## src/rtl/ysyx_22050019_scoreboard_if.sv

```systemverilog
// rtl/ysyx_22050019_scoreboard_if.sv - ID-stage issue/writeback/query bundle for the GPR scoreboard
interface ysyx_22050019_scoreboard_if;
    logic       flush_i;
    logic       issue_fire_i;
    logic       issue_wen_i;
    logic [4:0] issue_rd_i;
    logic       issue_is_load_i;
    logic       ld_done_i;
    logic [4:0] ld_done_rd_i;
    logic       wb_valid_i;
    logic [4:0] wb_rd_i;
    logic [4:0] rs1_i;
    logic [4:0] rs2_i;
    logic       rs1_used_i;
    logic       rs2_used_i;
    logic       rs1_busy_o;
    logic       rs2_busy_o;
    logic       stall_o;
    logic       underflow_err_o;

    modport master (
        output flush_i, issue_fire_i, issue_wen_i, issue_rd_i, issue_is_load_i,
        output ld_done_i, ld_done_rd_i, wb_valid_i, wb_rd_i,
        output rs1_i, rs2_i, rs1_used_i, rs2_used_i,
        input  rs1_busy_o, rs2_busy_o, stall_o, underflow_err_o
    );

    modport slave (
        input  flush_i, issue_fire_i, issue_wen_i, issue_rd_i, issue_is_load_i,
        input  ld_done_i, ld_done_rd_i, wb_valid_i, wb_rd_i,
        input  rs1_i, rs2_i, rs1_used_i, rs2_used_i,
        output rs1_busy_o, rs2_busy_o, stall_o, underflow_err_o
    );
endinterface

```

## src/rtl/ysyx_22050019_scoreboard.sv

```systemverilog
// rtl/ysyx_22050019_scoreboard.sv - in-flight GPR writer tracking with load-use and saturation stall
module ysyx_22050019_scoreboard #(
    parameter int NR_REG = 32,
    parameter int CNT_W  = 2
) (
    input  logic                          clk,
    input  logic                          rst_n,
    ysyx_22050019_scoreboard_if.slave     sb
);
    localparam int RW = 5;
    localparam logic [CNT_W-1:0] CNT_MAX = {CNT_W{1'b1}};
    localparam logic [CNT_W-1:0] CNT_ONE = CNT_W'(1);

    logic [CNT_W-1:0] cnt     [NR_REG];
    logic [CNT_W-1:0] cnt_nxt [NR_REG];
    logic [NR_REG-1:0] ldp, ldp_nxt;
    logic              err_q, err_set;

    logic iss_ev, wb_ev, ld_ev;
    assign iss_ev = sb.issue_fire_i & sb.issue_wen_i & (sb.issue_rd_i != '0);
    assign wb_ev  = sb.wb_valid_i & (sb.wb_rd_i != '0);
    assign ld_ev  = sb.ld_done_i & (sb.ld_done_rd_i != '0);

    // Entry 0 is never written here, so it stays at its reset value of zero.
    always_comb begin
        cnt_nxt = cnt;
        ldp_nxt = ldp;
        err_set = 1'b0;
        for (int r = 1; r < NR_REG; r++) begin
            if (sb.flush_i) begin
                cnt_nxt[r] = '0;
                ldp_nxt[r] = 1'b0;
            end else begin
                if (ld_ev && sb.ld_done_rd_i == RW'(r)) begin
                    ldp_nxt[r] = 1'b0;
                end
                // A same-register issue and writeback cancel out on the count.
                if (wb_ev && sb.wb_rd_i == RW'(r) &&
                    !(iss_ev && sb.issue_rd_i == RW'(r))) begin
                    if (cnt[r] != '0) begin
                        cnt_nxt[r] = cnt[r] - 1'b1;
                        if (cnt[r] == CNT_ONE) begin
                            ldp_nxt[r] = 1'b0;
                        end
                    end else begin
                        err_set = 1'b1;
                    end
                end
                if (iss_ev && sb.issue_rd_i == RW'(r)) begin
                    if (!(wb_ev && sb.wb_rd_i == RW'(r)) && cnt[r] != CNT_MAX) begin
                        cnt_nxt[r] = cnt[r] + 1'b1;
                    end
                    ldp_nxt[r] = sb.issue_is_load_i;
                end
            end
        end
    end

    always_ff @(posedge clk or negedge rst_n) begin
        if (!rst_n) begin
            for (int r = 0; r < NR_REG; r++) begin
                cnt[r] <= '0;
            end
            ldp   <= '0;
            err_q <= 1'b0;
        end else begin
            for (int r = 0; r < NR_REG; r++) begin
                cnt[r] <= cnt_nxt[r];
            end
            ldp <= ldp_nxt;
            if (err_set) begin
                err_q <= 1'b1;
            end
        end
    end

    // Queries look only at registered state; same-cycle paths belong to forwarding.
    logic load_haz, sat_haz;
    assign sb.rs1_busy_o = (sb.rs1_i != '0) & (cnt[sb.rs1_i] != '0);
    assign sb.rs2_busy_o = (sb.rs2_i != '0) & (cnt[sb.rs2_i] != '0);
    assign load_haz = (sb.rs1_used_i & (sb.rs1_i != '0) & ldp[sb.rs1_i]) |
                      (sb.rs2_used_i & (sb.rs2_i != '0) & ldp[sb.rs2_i]);
    assign sat_haz  = (cnt[sb.issue_rd_i] == CNT_MAX) & sb.issue_wen_i & (sb.issue_rd_i != '0);
    assign sb.stall_o         = load_haz | sat_haz;
    assign sb.underflow_err_o = err_q;
endmodule

```

## src/flat_wrapper.sv

```systemverilog
// flat-port wrapper written by rule: the top's interface ports become plain ports
module ysyx_22050019_scoreboard_flat 
#(
    parameter int NR_REG = 32,
    parameter int CNT_W  = 2
)
  (clk, rst_n, sb_flush_i, sb_issue_fire_i, sb_issue_wen_i, sb_issue_rd_i, sb_issue_is_load_i, sb_ld_done_i, sb_ld_done_rd_i, sb_wb_valid_i, sb_wb_rd_i, sb_rs1_i, sb_rs2_i, sb_rs1_used_i, sb_rs2_used_i, sb_rs1_busy_o, sb_rs2_busy_o, sb_stall_o, sb_underflow_err_o);
  ysyx_22050019_scoreboard_if sb_i ();
  input  logic clk;
  input  logic rst_n;
  input wire logic [$bits(sb_i.flush_i)-1:0] sb_flush_i;
  input wire logic [$bits(sb_i.issue_fire_i)-1:0] sb_issue_fire_i;
  input wire logic [$bits(sb_i.issue_wen_i)-1:0] sb_issue_wen_i;
  input wire logic [$bits(sb_i.issue_rd_i)-1:0] sb_issue_rd_i;
  input wire logic [$bits(sb_i.issue_is_load_i)-1:0] sb_issue_is_load_i;
  input wire logic [$bits(sb_i.ld_done_i)-1:0] sb_ld_done_i;
  input wire logic [$bits(sb_i.ld_done_rd_i)-1:0] sb_ld_done_rd_i;
  input wire logic [$bits(sb_i.wb_valid_i)-1:0] sb_wb_valid_i;
  input wire logic [$bits(sb_i.wb_rd_i)-1:0] sb_wb_rd_i;
  input wire logic [$bits(sb_i.rs1_i)-1:0] sb_rs1_i;
  input wire logic [$bits(sb_i.rs2_i)-1:0] sb_rs2_i;
  input wire logic [$bits(sb_i.rs1_used_i)-1:0] sb_rs1_used_i;
  input wire logic [$bits(sb_i.rs2_used_i)-1:0] sb_rs2_used_i;
  output wire logic [$bits(sb_i.rs1_busy_o)-1:0] sb_rs1_busy_o;
  output wire logic [$bits(sb_i.rs2_busy_o)-1:0] sb_rs2_busy_o;
  output wire logic [$bits(sb_i.stall_o)-1:0] sb_stall_o;
  output wire logic [$bits(sb_i.underflow_err_o)-1:0] sb_underflow_err_o;
  assign sb_i.flush_i = sb_flush_i;
  assign sb_i.issue_fire_i = sb_issue_fire_i;
  assign sb_i.issue_wen_i = sb_issue_wen_i;
  assign sb_i.issue_rd_i = sb_issue_rd_i;
  assign sb_i.issue_is_load_i = sb_issue_is_load_i;
  assign sb_i.ld_done_i = sb_ld_done_i;
  assign sb_i.ld_done_rd_i = sb_ld_done_rd_i;
  assign sb_i.wb_valid_i = sb_wb_valid_i;
  assign sb_i.wb_rd_i = sb_wb_rd_i;
  assign sb_i.rs1_i = sb_rs1_i;
  assign sb_i.rs2_i = sb_rs2_i;
  assign sb_i.rs1_used_i = sb_rs1_used_i;
  assign sb_i.rs2_used_i = sb_rs2_used_i;
  assign sb_rs1_busy_o = sb_i.rs1_busy_o;
  assign sb_rs2_busy_o = sb_i.rs2_busy_o;
  assign sb_stall_o = sb_i.stall_o;
  assign sb_underflow_err_o = sb_i.underflow_err_o;
  ysyx_22050019_scoreboard #(.NR_REG(NR_REG), .CNT_W(CNT_W)) u_core (.clk(clk), .rst_n(rst_n), .sb(sb_i));
endmodule
```

## config.mk

```make
export PLATFORM = sky130hd
export DESIGN_NAME = ysyx_22050019_scoreboard_flat
export DESIGN_NICKNAME = d
export VERILOG_FILES = /design/src/rtl/ysyx_22050019_scoreboard_if.sv /design/src/rtl/ysyx_22050019_scoreboard.sv /design/src/flat_wrapper.sv
export SDC_FILE = /design/constraint.sdc
export NUM_CORES = 1
export LEC_CHECK = 0
export CAP_MARGIN = 20
export CORE_MARGIN = 8
export CORE_UTILIZATION = 50
export DETAILED_ROUTE_END_ITERATION = 7
export GPL_TIMING_DRIVEN = 0
export PLACE_DENSITY = 0.64
export RECOVER_POWER = 50
export SETUP_SLACK_MARGIN = 0.4
export SYNTH_ARGS = -nofsm -noshare
export SYNTH_HDL_FRONTEND = slang
export SYNTH_SLANG_ARGS = --single-unit
```

## constraint.sdc

```tcl
create_clock -name clk -period 3.1 [get_ports clk]
set_input_delay 0.31 -clock clk [delete_from_list [all_inputs] [get_ports clk]]
set_output_delay 0.31 -clock clk [all_outputs]
set_load 0.02 [all_outputs]
```

# --- Word-level counts from Yosys, hierarchy flattened ---
# Index checks and enable logic that the tools add are counted.
classes:
  bitwise: 17
  mul: 0
  n_reduce_logical: 255
  order_cmp: 5
  div_mod_pow: 0
  n_shift: 0
  eq_ne: 156
  mux: 447
  addsub: 62
op_table:
  columns: ["operator", "n"]
  rows:
  - ["two-way mux 2 bit", 161]
  - ["two-way mux 1 bit", 281]
  - ["equality test 5 bit (second input constant)", 48]
  - ["logical AND 1 bit", 155]
  - ["equality test 5 x 4 -> 1 bit (second input constant)", 24]
  - ["nonzero test 2 bit", 33]
  - ["adder 2 x 1 -> 2 bit (second input constant)", 31]
  - ["equality test 2 x 1 -> 1 bit (second input constant)", 31]
  - ["zero test 1 bit", 62]
  - ["inequality test 2 bit (second input constant)", 31]
  - ["subtractor 2 x 1 -> 2 bit (second input constant)", 31]
  - ["equality test 5 x 3 -> 1 bit (second input constant)", 12]
  - ["binary-select mux 2 bit (select 5 bit)", 3]
  - ["equality test 5 x 2 -> 1 bit (second input constant)", 6]
  - ["nonzero test 5 bit", 5]
  - ["greater-or-equal comparator 6 bit (second input constant)", 3]
  - ["NOT 5 -> 6 bit", 3]
  - ["equality test 5 x 1 -> 1 bit (second input constant)", 3]
  - ["bitwise AND 1 bit", 12]
  - ["< comparator 5 x 6 -> 1 bit (second input constant)", 2]
  - ["binary-select mux 1 bit (select 5 bit)", 2]
  - ["equality test 2 bit (second input constant)", 1]
  - ["bitwise OR 1 bit", 2]
word_totals:
  out_inout_bits: 4
  memories: 0
  romBits: 0
  latchBits: 0
  ram_bits: 0
  reg_bits: 94
  word_cells: 975
  input_bits: 35

# --- Longest topological paths before layout ---
depth:
  word_depth: 97
  depth_mapped: 9
  ltp_nobuf: 6

# --- Worst setup path before layout ---
# OpenSTA, ideal clock, no wires.
synth_path:
  path_kind: "input to output"
  startpoint: "in sb_rs2_i[1]"
  endpoint: "out sb_rs2_busy_o"
  t_arrival_ps: 1776
  slack_ps: 1014
  path_stages: 5
  t_required_ps: 2790
  path_buffers: 2
  path_cell_list: "buf_2 -> buf_2 -> mux4_2 -> mux4_2 -> a21oi_1"
synth_between:
  elab_chain_cells: 6
  elab_cells_between_ends: 7
  classes_between: "mux: 3; bitwise: 2; reduce/logical: 2"
synth_rtl:
  columns: ["item", "line", "text"]
  rows:
  - ["from (decl)", "flat_wrapper.sv:21", "input wire logic [$bits(sb_i.rs2_i)-1:0] sb_rs2_i;"]
  - ["NOT 5 -> 6 bit (implied by the code)", "ysyx_22050019_scoreboard.sv:80", "assign sb.rs2_busy_o = (sb.rs2_i != '0) & (cnt[sb.rs2_i] != '0);"]
  - ["binary-select mux 2 bit (select 5 bit)", "ysyx_22050019_scoreboard.sv:80", null]
  - ["two-way mux 2 bit (implied by the code) (2 in series)", "ysyx_22050019_scoreboard.sv:80", null]
  - ["nonzero test 2 bit", "ysyx_22050019_scoreboard.sv:80", null]
  - ["bitwise AND 1 bit *", "ysyx_22050019_scoreboard.sv:80", null]
  - ["to (decl)", "flat_wrapper.sv:25", "output wire logic [$bits(sb_i.rs2_busy_o)-1:0] sb_rs2_busy_o;"]
# Mark *: on every way between the ends. The rest lies on a longest branch, timed or not. The select of a mux whose other input is x is not followed.

# --- Final worst setup path ---
layout_path:
  startpoint: "reg u_core.cnt[4] (netlist name)"
  endpoint: "out sb_rs2_busy_o"
layout_between:
  elab_chain_cells: 5
layout_rtl:
  columns: ["item", "line", "text"]
  rows:
  - ["from (decl)", "ysyx_22050019_scoreboard.sv:14", "logic [CNT_W-1:0] cnt [NR_REG];"]
  - ["from (signal, indexed assignment)", "ysyx_22050019_scoreboard.sv:68", "cnt[r] <= cnt_nxt[r];"]
  - ["binary-select mux 2 bit (select 5 bit)", "ysyx_22050019_scoreboard.sv:80", null]
  - ["two-way mux 2 bit (implied by the code) (2 in series)", "ysyx_22050019_scoreboard.sv:80", null]
  - ["nonzero test 2 bit", "ysyx_22050019_scoreboard.sv:80", null]
  - ["bitwise AND 1 bit", "ysyx_22050019_scoreboard.sv:80", null]
# Every way passes these cells. The select of a mux whose other input is x is not followed.

==> impl_metrics.yaml <==
run_status:
  status: "completed"
job:
  max-cap-violations: 0
critical_path:
  r2r_slack_ns: 1.13
  critPathLaunchType: "flop"
  critPathArrivalTime_ns: 2.37
  r2r-end: "u_core.sb.underflow_err_o"
  reg2reg_depth: 6
  worstPathRequired_ns: 2.79
  crit_type: "reg2out"
  reg2reg_from: "u_core.cnt[44]"
  endpoint_kind: "output pin"
  worstPathMaxFanout: 8
logic_synthesis:
  yosysUniqueCellTypes: 57
  yosysSeqAreaShare: 0.229
  async_flop_share: 1.00
  synth_top_cell_by_area: "dfrtp_1"
  yosysTopAreaCellShare: 0.229
  syn-num-nets: 1394
  syn_area_um2: 10300
  synth_area_leaders: "dfrtp_1 (23%), ha_1 (19%), nor2_1 (6.5%)"
  ys_ff_latch: 94
  synth_edf_count: 0
  syn_inst: 1204
  synth.avg_cell_area_um2: 8.54
  yosysWarningCount: 0
  dominantRegCellSynth: "dfrtp_1"
clocking:
  clock-root-buffer: "clkbuf_16"
  clk_pin_slew_ns: 0.07
  cts_buffers: 9
  clock_sinks: 94
  worstSkewPairLatency_ns: 0.37
  cts_tree: "built"
  clockBufferDepth: 2
  htreeDepth: 3
final_layout:
  drive_gt1_frac: 0.122
  syn_to_final_growth_pct: 10.9
  diodes: 0
  fin_nets: 1450
  fin_util: 0.564
global_routing:
  grt_use_total: 0.293
  grt_antenna_before_repair: 1
  overflow: 0
  grt_pass1_wl_um: 57500
  grt_max_degree: 59
  grt_pass1_vias: 9458
floorplanning:
  dieArea_um2: 25400
  initial_core_util: 0.508
  design.core.area_um2: 20200
  rows: 52
  pin_count: 39
  die_x_um: 159
  die_h_um: 159
detailed_routing:
  drt_wl_total_um: 37900
  drtPass1Iterations: 6
  avgViaCountPerCell: 6.57
  ant_nets: 0
  wl_per_cell_um: 24.7
  via_count: 10069
  drtIter0Drc: 1438
  post-route-drc-count: 0
sta:
  fmax_mhz: 373
  holdWs_ns: 0.582
  fin_crit_sh: 0.865
  setup_viol: 0
  grt_setup_unrepaired: "no"
  hold_violations: 0
  worst_slew_margin_rel: 0.302
  maxSlewViolCount: 0
  worst_pin_slew_ns: 1.05
  setup_tns_ns: 0
  fin_crit_ns: 2.68
  fin_skew_ns: 0.00809
power_and_ir_drop:
  power_frac_comb: 0.199
  power_frac_seq: 0.416
  swShare: 0.317
  p_leak_uw: 0.00465
  pwr-share-clk: 0.385
  power_switching_uw: 974
  ir_worst_vdd_v: 0.000279
  intPower_uw: 2100
  pwr_density_cell_nw_per_um2: 270
min_path:
  min-delay-start: "u_core.ldp[24]"
  min_delay_path_depth: 2
  hold_path.class: "reg2reg"
  min_to: "u_core.ldp[24]"
placed_design:
  hpwl_um: 28100
  gp_congestion: 1.05
  numPortBuffers: 32
==> synth_stat cells (6+ instances only) <==
cell type	number
o2111ai_1	29
nand2b_1	10
nor3_2	21
nand3_1	59
inv_1	68
dfrtp_1	94
buf_2	30
mux4_2	27
xnor2_1	27
nor2b_1	6
nor3_1	25
a311oi_1	18
nand2_1	84
nand3b_1	29
a21oi_1	83
nand4_1	20
mux2i_1	34
nor2_1	179
o211ai_1	7
a211oi_1	70
ha_1	155
clkbuf_1	17
o21ai_0	30
o211a_1	6
==> registers in the layout, indices dropped and copies added (netlist names) <==
| name | cells |
|---|---|
| u_core.cnt | 62 |
| u_core.sb.underflow_err_o | 1 |
| u_core.ldp | 31 |
==> worst max-delay path by stage <==
stage                                           end        startpoint  slack (ns)  cells after the start
after floorplan                       sb_rs2_busy_o       sb_rs2_i[1]        1.01                      5
after global placement                u_core.cnt[1]             rst_n       -2.40                      1
after detailed placement                 sb_stall_o       sb_rs2_i[2]       -0.51                      9
after CTS                                sb_stall_o  sb_issue_rd_i[3]        0.30                      9
after global routing      u_core.sb.underflow_err_o  sb_issue_rd_i[2]        0.40                      9
final                                 sb_rs2_busy_o     u_core.cnt[4]        0.42                      5
==> final cells by class <==
class / count / area [um^2]
plain buffers: 60 / 353
clock buffers: 13 / 260
well taps: 270 / 338
flip-flops and latches: 94 / 2370
repair buffers: 45 / 392
fillers: 1915 / 8830
multi-input cells: 982 / 7410
clock inverters: 1 / 30.0
inverters: 68 / 255
==> logic make-up after synthesis <==
group	synth area share
buf+inv	0.0555
fa+ha+maj	0.189
simple gates	0.224
mux	0.107
xor+xnor	0.0230
flops	0.229
compound gates	0.173
==> layer usage <==
layer  vias to the layer above  track usage  wire length, um
li1                       4473            -                -
met1                      4792        0.385            15300
met2                       636        0.426            15900
met3                       166       0.0716             4070
met4                         2        0.179             2530
met5                         -            0               10
==> worst max-delay path: stages (launching register included) <==
cell             delay (ns)
dfrtp_2                0.46
nor2_1                 0.07
mux4_2                 0.46
mux4_2                 0.55
a21oi_1                0.18
clkdlybuf4s15_2        0.28
==> cells in the final DEF, fill, tap and decap left out, types with 4 or more instances in the layout <==
cell,synthesis,routed
a211oi_1,70,70
a21oi_1,83,82
a311oi_1,18,18
and2_1,5,5
buf_2,30,23
buf_4,5,18
buf_6,3,6
clkbuf_1,17,18
clkbuf_16,0,9
clkbuf_2,0,8
clkbuf_4,0,4
clkdlybuf4s50_1,0,23
dfrtp_1,94,81
dfrtp_2,0,13
ha_1,155,155
inv_1,68,68
mux2i_1,34,32
mux4_1,4,4
mux4_2,27,27
nand2_1,84,84
nand2b_1,10,10
nand3_1,59,59
nand3b_1,29,29
nand4_1,20,20
nor2_1,179,178
nor2b_1,6,5
nor3_1,25,25
nor3_2,21,21
o2111ai_1,29,29
o211a_1,6,6
o211ai_1,7,7
o21ai_0,30,30
o311ai_0,5,5
xnor2_1,27,27
==> power groups by stage <==
stage,clock network [uW],registers [uW],logic [uW]
after floorplan,0,1290,305
after global placement,0,1300,578
after detailed placement,0,1300,584
after CTS,1190,1280,594
after global routing,1240,1280,643
final,1180,1280,612
==> timing repair <==
| item | 4_1_cts | 5_1_grt |
|---|---|---|
| gates resized for setup | 39 | 22 |
| setup endpoints to repair | 4 | 4 |
| hold buffers | 1 | 0 |
| cloned | 1 | 0 |
| buffers inserted | 0 | 10 |
| hold endpoints to repair | 36 | 0 |
| pin swaps | 0 | 1 |
==> stage by stage <==
step	setup slack [ns]	std cells	instance area, um^2	power (uW)
CTS	0.295	1523	11300	3070
floorplan	1.01	1204	10300	1600
finish	0.417	1533	11400	3070
detailed placement	-0.510	1507	11000	1880
global route	0.398	1533	11400	3160
global placement	-2.40	1506	10900	1880
Note: power is estimated with default switching activity, not from simulation.
